<file path="config.mk">
export PLATFORM = sky130hd
export DESIGN_NAME = stopwatch_counter_flat
export DESIGN_NICKNAME = d
export VERILOG_FILES = /design/src/rtl/stopwatch_counter_if.sv /design/src/rtl/stopwatch_counter.sv /design/src/flat_wrapper.sv
export SDC_FILE = /design/constraint.sdc
export NUM_CORES = 1
export LEC_CHECK = 0
export CORE_MARGIN = 10
export CORE_UTILIZATION = 35
export DETAILED_ROUTE_END_ITERATION = 16
export DONT_BUFFER_PORTS = 1
export SYNTH_ARGS = -nofsm -noshare
export SYNTH_HDL_FRONTEND = slang
export SYNTH_SLANG_ARGS = --single-unit
export TNS_END_PERCENT = 5
</file>
<file path="constraint.sdc">
create_clock -name clk -period 2 [get_ports clk]
set_input_delay 0.2 -clock clk [delete_from_list [all_inputs] [get_ports clk]]
set_output_delay 0.2 -clock clk [all_outputs]
set_load 0.05 [all_outputs]
</file>
<file path="src/rtl/stopwatch_counter_if.sv">
// stopwatch_counter_if
//
// Bundles the signals between the stopwatch counter and its neighbours.
// The master side (divider, buttons and switches, or a testbench) drives
// the tick and control inputs. It receives the BCD digits and status.
//
// Signals
//   tick_1hz   1 Hz square wave; each rising edge is one count event
//   tick_2hz   2 Hz square wave; each rising edge is one adjust event,
//              and its level drives blinking
//   pause_btn  debounced button level; each rising edge toggles run/pause
//   adj        adjust switch level, high selects adjust mode
//   sel        adjust field select, 0 = minutes, 1 = seconds
//   min_tens   BCD minutes tens digit, 0-5
//   min_ones   BCD minutes ones digit, 0-9
//   sec_tens   BCD seconds tens digit, 0-5
//   sec_ones   BCD seconds ones digit, 0-9
//   running    high while the stopwatch is counting
//   wrap       one-cycle pulse on the 59:59 -> 00:00 rollover
//   blank_min  blank the minute digits while high
//   blank_sec  blank the second digits while high
interface stopwatch_counter_if;
    logic       tick_1hz;
    logic       tick_2hz;
    logic       pause_btn;
    logic       adj;
    logic       sel;
    logic [3:0] min_tens;
    logic [3:0] min_ones;
    logic [3:0] sec_tens;
    logic [3:0] sec_ones;
    logic       running;
    logic       wrap;
    logic       blank_min;
    logic       blank_sec;

    modport master (
        output tick_1hz,
        output tick_2hz,
        output pause_btn,
        output adj,
        output sel,
        input  min_tens,
        input  min_ones,
        input  sec_tens,
        input  sec_ones,
        input  running,
        input  wrap,
        input  blank_min,
        input  blank_sec
    );

    modport slave (
        input  tick_1hz,
        input  tick_2hz,
        input  pause_btn,
        input  adj,
        input  sel,
        output min_tens,
        output min_ones,
        output sec_tens,
        output sec_ones,
        output running,
        output wrap,
        output blank_min,
        output blank_sec
    );
endinterface

</file>
<file path="src/rtl/stopwatch_counter.sv">
// stopwatch_counter
//
// BCD minutes:seconds stopwatch (00:00 to 59:59) that sits between the
// clock divider and the seven-segment display driver. It counts on the
// 1 Hz tick in RUN, holds in PAUSED, and in ADJUST steps the selected field
// on each 2 Hz tick while that field blinks.
//
// Parameters
//   SYNC_STAGES  synchronizer depth on every asynchronous/slow input (>= 2)
//
// Ports
//   clk   100 MHz master clock
//   rst   asynchronous, active-high reset
//   bus   stopwatch_counter_if.slave; it carries the tick/button/switch
//         inputs and the digit, status and blanking outputs
module stopwatch_counter #(
    parameter int SYNC_STAGES = 2
) (
    input  logic               clk,
    input  logic               rst,
    stopwatch_counter_if.slave bus
);

    localparam int NUM_IN = 5;

    // Bit positions of the inputs within the synchronizer vectors.
    localparam int I_1HZ   = 0;
    localparam int I_2HZ   = 1;
    localparam int I_PAUSE = 2;
    localparam int I_ADJ   = 3;
    localparam int I_SEL   = 4;

    typedef enum logic [1:0] {
        ST_RUN    = 2'd0,
        ST_PAUSED = 2'd1,
        ST_ADJUST = 2'd2
    } state_t;

    logic [NUM_IN-1:0] raw_in;
    logic [NUM_IN-1:0] sync_pipe [SYNC_STAGES];
    logic [NUM_IN-1:0] synced;

    logic [2:0] hist;
    logic       edge_1hz;
    logic       edge_2hz;
    logic       edge_pause;

    logic adj_s;
    logic sel_s;
    logic t2_s;

    state_t     state;
    logic       resume;
    logic [3:0] min_tens_q;
    logic [3:0] min_ones_q;
    logic [3:0] sec_tens_q;
    logic [3:0] sec_ones_q;
    logic       running_q;
    logic       wrap_q;
    logic       blank_min_q;
    logic       blank_sec_q;

    logic [7:0] sec_field;
    logic [7:0] min_field;
    logic [7:0] sec_inc;
    logic [7:0] min_inc;
    logic       sec_carry;
    logic       min_carry;
    logic       adj_blank_min;
    logic       adj_blank_sec;

    // Steps a two-digit BCD field through 00..59 and back to 00.
    function automatic logic [7:0] bcd_inc59(input logic [7:0] f);
        logic [7:0] r;
        if (f[3:0] == 4'd9) begin
            r[3:0] = 4'd0;
            r[7:4] = (f[7:4] == 4'd5) ? 4'd0 : f[7:4] + 4'd1;
        end else begin
            r[3:0] = f[3:0] + 4'd1;
            r[7:4] = f[7:4];
        end
        return r;
    endfunction

    assign raw_in = {bus.sel, bus.adj, bus.pause_btn, bus.tick_2hz, bus.tick_1hz};

    // Plain shift-register synchronizer, one lane per input.
    always_ff @(posedge clk or posedge rst) begin
        if (rst) begin
            for (int i = 0; i < SYNC_STAGES; i++) begin
                sync_pipe[i] <= '0;
            end
        end else begin
            sync_pipe[0] <= raw_in;
            for (int i = 1; i < SYNC_STAGES; i++) begin
                sync_pipe[i] <= sync_pipe[i-1];
            end
        end
    end

    assign synced = sync_pipe[SYNC_STAGES-1];
    assign adj_s  = synced[I_ADJ];
    assign sel_s  = synced[I_SEL];
    assign t2_s   = synced[I_2HZ];

    // The edge pulses are registered so that each one is a single clean
    // cycle. Any edge the FSM does not act on in that cycle is dropped,
    // not queued.
    always_ff @(posedge clk or posedge rst) begin
        if (rst) begin
            hist       <= '0;
            edge_1hz   <= 1'b0;
            edge_2hz   <= 1'b0;
            edge_pause <= 1'b0;
        end else begin
            hist       <= synced[2:0];
            edge_1hz   <= synced[I_1HZ]   & ~hist[I_1HZ];
            edge_2hz   <= synced[I_2HZ]   & ~hist[I_2HZ];
            edge_pause <= synced[I_PAUSE] & ~hist[I_PAUSE];
        end
    end

    assign sec_field = {sec_tens_q, sec_ones_q};
    assign min_field = {min_tens_q, min_ones_q};
    assign sec_inc   = bcd_inc59(sec_field);
    assign min_inc   = bcd_inc59(min_field);
    assign sec_carry = (sec_field == 8'h59);
    assign min_carry = (min_field == 8'h59);

    // The selected field blinks in antiphase to the 2 Hz square wave.
    assign adj_blank_min = ~sel_s & ~t2_s;
    assign adj_blank_sec =  sel_s & ~t2_s;

    // Mode FSM and BCD datapath. resume = 0 returns to RUN after ADJUST and
    // resume = 1 returns to PAUSED. The adj level takes priority over tick
    // and pause edges that land in the same cycle.
    always_ff @(posedge clk or posedge rst) begin
        if (rst) begin
            state       <= ST_RUN;
            resume      <= 1'b0;
            min_tens_q  <= 4'd0;
            min_ones_q  <= 4'd0;
            sec_tens_q  <= 4'd0;
            sec_ones_q  <= 4'd0;
            running_q   <= 1'b1;
            wrap_q      <= 1'b0;
            blank_min_q <= 1'b0;
            blank_sec_q <= 1'b0;
        end else begin
            wrap_q <= 1'b0;
            case (state)
                ST_RUN: begin
                    if (adj_s) begin
                        state       <= ST_ADJUST;
                        resume      <= 1'b0;
                        running_q   <= 1'b0;
                        blank_min_q <= adj_blank_min;
                        blank_sec_q <= adj_blank_sec;
                    end else begin
                        if (edge_1hz) begin
                            {sec_tens_q, sec_ones_q} <= sec_inc;
                            if (sec_carry) begin
                                {min_tens_q, min_ones_q} <= min_inc;
                            end
                            wrap_q <= sec_carry & min_carry;
                        end
                        if (edge_pause) begin
                            state     <= ST_PAUSED;
                            running_q <= 1'b0;
                        end
                    end
                end

                ST_PAUSED: begin
                    if (adj_s) begin
                        state       <= ST_ADJUST;
                        resume      <= 1'b1;
                        blank_min_q <= adj_blank_min;
                        blank_sec_q <= adj_blank_sec;
                    end else if (edge_pause) begin
                        state     <= ST_RUN;
                        running_q <= 1'b1;
                    end
                end

                ST_ADJUST: begin
                    if (!adj_s) begin
                        state       <= resume ? ST_PAUSED : ST_RUN;
                        running_q   <= ~resume;
                        blank_min_q <= 1'b0;
                        blank_sec_q <= 1'b0;
                    end else begin
                        if (edge_2hz) begin
                            if (sel_s) begin
                                {sec_tens_q, sec_ones_q} <= sec_inc;
                            end else begin
                                {min_tens_q, min_ones_q} <= min_inc;
                            end
                        end
                        blank_min_q <= adj_blank_min;
                        blank_sec_q <= adj_blank_sec;
                    end
                end

                default: begin
                    state       <= ST_RUN;
                    running_q   <= 1'b1;
                    blank_min_q <= 1'b0;
                    blank_sec_q <= 1'b0;
                end
            endcase
        end
    end

    assign bus.min_tens  = min_tens_q;
    assign bus.min_ones  = min_ones_q;
    assign bus.sec_tens  = sec_tens_q;
    assign bus.sec_ones  = sec_ones_q;
    assign bus.running   = running_q;
    assign bus.wrap      = wrap_q;
    assign bus.blank_min = blank_min_q;
    assign bus.blank_sec = blank_sec_q;

endmodule

</file>
<file path="src/flat_wrapper.sv">
// flat-port wrapper written by rule: the top's interface ports become plain ports
module stopwatch_counter_flat 
#(
    parameter int SYNC_STAGES = 2
)
  (clk, rst, bus_tick_1hz, bus_tick_2hz, bus_pause_btn, bus_adj, bus_sel, bus_min_tens, bus_min_ones, bus_sec_tens, bus_sec_ones, bus_running, bus_wrap, bus_blank_min, bus_blank_sec);
  stopwatch_counter_if bus_i ();
  input  logic clk;
  input  logic rst;
  input wire logic [$bits(bus_i.tick_1hz)-1:0] bus_tick_1hz;
  input wire logic [$bits(bus_i.tick_2hz)-1:0] bus_tick_2hz;
  input wire logic [$bits(bus_i.pause_btn)-1:0] bus_pause_btn;
  input wire logic [$bits(bus_i.adj)-1:0] bus_adj;
  input wire logic [$bits(bus_i.sel)-1:0] bus_sel;
  output wire logic [$bits(bus_i.min_tens)-1:0] bus_min_tens;
  output wire logic [$bits(bus_i.min_ones)-1:0] bus_min_ones;
  output wire logic [$bits(bus_i.sec_tens)-1:0] bus_sec_tens;
  output wire logic [$bits(bus_i.sec_ones)-1:0] bus_sec_ones;
  output wire logic [$bits(bus_i.running)-1:0] bus_running;
  output wire logic [$bits(bus_i.wrap)-1:0] bus_wrap;
  output wire logic [$bits(bus_i.blank_min)-1:0] bus_blank_min;
  output wire logic [$bits(bus_i.blank_sec)-1:0] bus_blank_sec;
  assign bus_i.tick_1hz = bus_tick_1hz;
  assign bus_i.tick_2hz = bus_tick_2hz;
  assign bus_i.pause_btn = bus_pause_btn;
  assign bus_i.adj = bus_adj;
  assign bus_i.sel = bus_sel;
  assign bus_min_tens = bus_i.min_tens;
  assign bus_min_ones = bus_i.min_ones;
  assign bus_sec_tens = bus_i.sec_tens;
  assign bus_sec_ones = bus_i.sec_ones;
  assign bus_running = bus_i.running;
  assign bus_wrap = bus_i.wrap;
  assign bus_blank_min = bus_i.blank_min;
  assign bus_blank_sec = bus_i.blank_sec;
  stopwatch_counter #(.SYNC_STAGES(SYNC_STAGES)) u_core (.clk(clk), .rst(rst), .bus(bus_i));
endmodule
</file>
==> flow_summary.toml, run 1 <==
[outcome]
status = "finished, final reports clean"

[sta]
fin_crit_sh_pct = 87.9
min_period_ps = 1760
drv_slew = 0
skew_ps = 7.81
max_freq_mhz = 569
setup_viol = 0
slew_headroom_pct = 63.2
tightest_slew_ps = 551
finalSetupTns_ps = 0
setup_ws_ps = 242
final_hold_viol_count = 0
finalHoldWorstSlack_ps = 352
grt_setup_unrepaired = "no"

[die]
dieArea_um2 = 7880
fp-row-count = 24
chipWidth_um = 88.8
start_util_pct = 37.0
core-area_um2 = 4470
ios = 27
dieHeight_um = 88.8

[finish]
drive_above_1_share_pct = 23.3
fin_nets = 170
antenna_cells = 0
syn2layout_area_growth_pct = 19.3

[route]
viasPerCell = 5.25
drc = 0
wirelength_mm = 3.22
num_vias = 1129
wl_per_cell_um = 15.0
ant_nets = 0
drt_iter0_drc = 80
drtPass1Iterations = 4

[flow_run]
cap_viol_max_count = 0

[worst_hold_path]
hp-class = "reg2reg"

[placement]
pre_cts_ws_ps = 263
gp_congestion = 0.772
dp_hpwl_mm = 2.42
numPortBuffers = 0

[global_routing]
grt_pass1_wl_mm = 5.55
grt_pass1_vias = 1174
grt_antenna_before_repair = 0
grt_overflow = 0
grt_use_total_pct = 9.06
grt_max_degree = 40

[clocking]
cts_sinks = 39
cts_setup_buffers = 0
cts_buffers = 5
clk_latency_ps = 280
cts_buffer_depth = 2
cts_tree = "yes"
clk_pin_slew_ps = 70
root_buffer = "clkbuf_8"
htree_levels = 2

[logic_synthesis]
yosysWarnings = 0
ys.flop_type = "dfrtp_1"
avgSynthCellArea_um2 = 12.2
synth-edff-count = 0
synth-async-reset-ratio_pct = 100
synth-seq-area-share_pct = 59.0
synthCells = 136
ys_seq_elements = 39
syn_area_um2 = 1660
synth_fp_nets = 143
ys_types = 42

[critical_path]
critPathRequiredTime_ps = 2160
regToRegSetupSlack_ps = 240
start_kind = "flip-flop"
cp-end-kind = "flip-flop"
crit_type = "reg2reg"
crit_arrival_ps = 1920
crit_fanout = 9

[pwr]
peakVddDrop_mv = 0.455
powerDensity_nw_per_um2 = 1200
p_leak_uw = 0.000858
per-stage QoR:
stage / cells / utilization [%] / total power [uW] / instance area, um^2
2_1_floorplan: 136 / - / 1630 / 1660
3_3_place_gp: 202 / 40.9 / 1850 / 1830
3_5_place_dp: 202 / 40.9 / 1870 / 1830
4_1_cts: 215 / 44.2 / 2410 / 1980
5_1_grt: 215 / 44.2 / 2510 / 1980
6_report: 215 / 44.2 / 2380 / 1980
placed cells by master (no fill, tap or decap), types with 3 or more instances in the layout:
master / synthesis / final
nand2_1: 9 / 9
clkbuf_8: 0 / 6
nand4_1: 5 / 5
o21ai_0: 4 / 4
inv_1: 8 / 8
dfrtp_1: 38 / 38
buf_4: 1 / 18
nand3_1: 5 / 5
xnor2_1: 8 / 8
nor2_1: 6 / 6
mux2_2: 3 / 3
nor2b_1: 9 / 9
a21oi_1: 4 / 4
a31oi_1: 3 / 3
dlygate4sd3_1: 0 / 6
layer usage:
layer	GRT usage, %	wire length (um)
met5	0	0
met4	4.70	85
met2	14.9	1630
met1	10.2	1350
met3	3.03	161
state kept, by name (all words and copies together), names as in the netlist:
name and count:
u_core.bus.sec_ones 4, u_core.edge_1hz 1, u_core.sync_pipe 5, u_core.bus.sec_tens 4, u_core.edge_2hz 1, u_core.bus.blank_sec 1
u_core.bus.wrap 1, u_core.bus.blank_min 1, u_core.state 2, u_core.bus.min_tens 4, u_core.bus.min_ones 4, u_core.bus.running 1
u_core.edge_pause 1, u_core.resume 1, u_core.hist 3, u_core.synced 5
synthesized netlist by cell type (all sizes together), types with 2 or more instances:
library cell | count | share of area, %
and4bb | 2 | 1.5
a21oi | 5 | 2.2
and3 | 2 | 0.76
nand2 | 9 | 2.0
o211ai | 2 | 0.91
or4b | 2 | 1.2
dfrtp | 38 | 57
o21ai | 5 | 1.7
a31oi | 3 | 1.1
nor3 | 2 | 0.91
mux2 | 3 | 2.0
nor2 | 6 | 1.4
xnor2 | 8 | 4.2
inv | 8 | 1.8
a41o | 2 | 1.2
o2bb2ai | 2 | 1.1
nand4 | 6 | 2.6
buf | 3 | 1.4
nor2b | 9 | 3.4
nand3 | 6 | 2.1
report_power, final:
| part | leakage, uW | internal (uW) | total (uW) | switching [uW] |
|---|---|---|---|---|
| Combinational | 0.000324 | 271 | 849 | 578 |
| Clock | 0.0000470 | 270 | 525 | 255 |
| Sequential | 0.000487 | 903 | 1010 | 103 |
final timing paths:
kind	startpoint	endpoint	depth (start not counted)
worst max-delay path	u_core.bus.sec_ones[0]$_DFFE_PP0P_	u_core.bus.min_tens[1]$_DFFE_PP0P_	4
worst min-delay path	u_core.sync_pipe[5]$_DFF_PP0_	u_core.synced[0]$_DFF_PP0_	0
worst max register to register	u_core.bus.sec_ones[0]$_DFFE_PP0P_	u_core.bus.min_tens[1]$_DFFE_PP0P_	4
worst min register to register	u_core.sync_pipe[5]$_DFF_PP0_	u_core.synced[0]$_DFF_PP0_	0
max in group asynchronous	rst	u_core.bus.running$_DFFE_PP1P_	3
min in group asynchronous	rst	u_core.bus.min_tens[3]$_DFFE_PP0P_	3
worst max-delay path: stages, from the launching register on:
cell and delay (ps):
dfrtp_1 470, and4bb_1 310, a41o_1 410, nand4_2 150
mux2_2 300
cell type report:
cell class              instances  area (um^2)
fillers                       413         2500
flip-flops and latches         39          977
multi-input cells              85          621
repair buffers                 24          195
clock buffers                   6         82.6
well taps                      52         65.1
inverters                       8         30.0
clock inverters                 1         5.00
logic make-up (layout without fill, tap and decap cells):
kind of cell              Yosys count  count (layout)  share of synthesized area [%]
DFF                                39              39                           59.0
xor gates and xnor gates            9               9                           4.76
AOI/OAI and AO/OA                  26              26                           12.9
and+or+nand+nor                    47              47                           17.7
buffers and inverters              12              39                           3.55
muxes                               3               3                           2.04
timing repair:
| action | 4_1_cts | 5_1_grt |
|---|---|---|
| hold endpoints to repair | 43 | 0 |
| gates resized for setup | 0 | 0 |
| hold buffers | 6 | 0 |
| setup endpoints to repair | 0 | 0 |
Note: power is estimated with default switching activity, not from simulation.
==> run 2, diff against run 1 <==
--- a/config.mk
+++ b/config.mk
@@ -5,6 +5,7 @@
 export SDC_FILE = /design/constraint.sdc
 export NUM_CORES = 1
 export LEC_CHECK = 0
+export ABC_CLOCK_PERIOD_IN_PS = 2000
 export CORE_MARGIN = 10
 export CORE_UTILIZATION = 35
 export DETAILED_ROUTE_END_ITERATION = 16
==> results of run 2 <==
The final DEF is identical to that of run 1; final timing and power are the same.
==> run 3, diff against run 2 <==
--- a/config.mk
+++ b/config.mk
@@ -10,6 +10,7 @@
 export CORE_UTILIZATION = 35
 export DETAILED_ROUTE_END_ITERATION = 16
 export DONT_BUFFER_PORTS = 1
+export SLEW_MARGIN = 30
 export SYNTH_ARGS = -nofsm -noshare
 export SYNTH_HDL_FRONTEND = slang
 export SYNTH_SLANG_ARGS = --single-unit
==> results of run 3 <==
The final DEF is identical to that of run 1; final timing and power are the same.
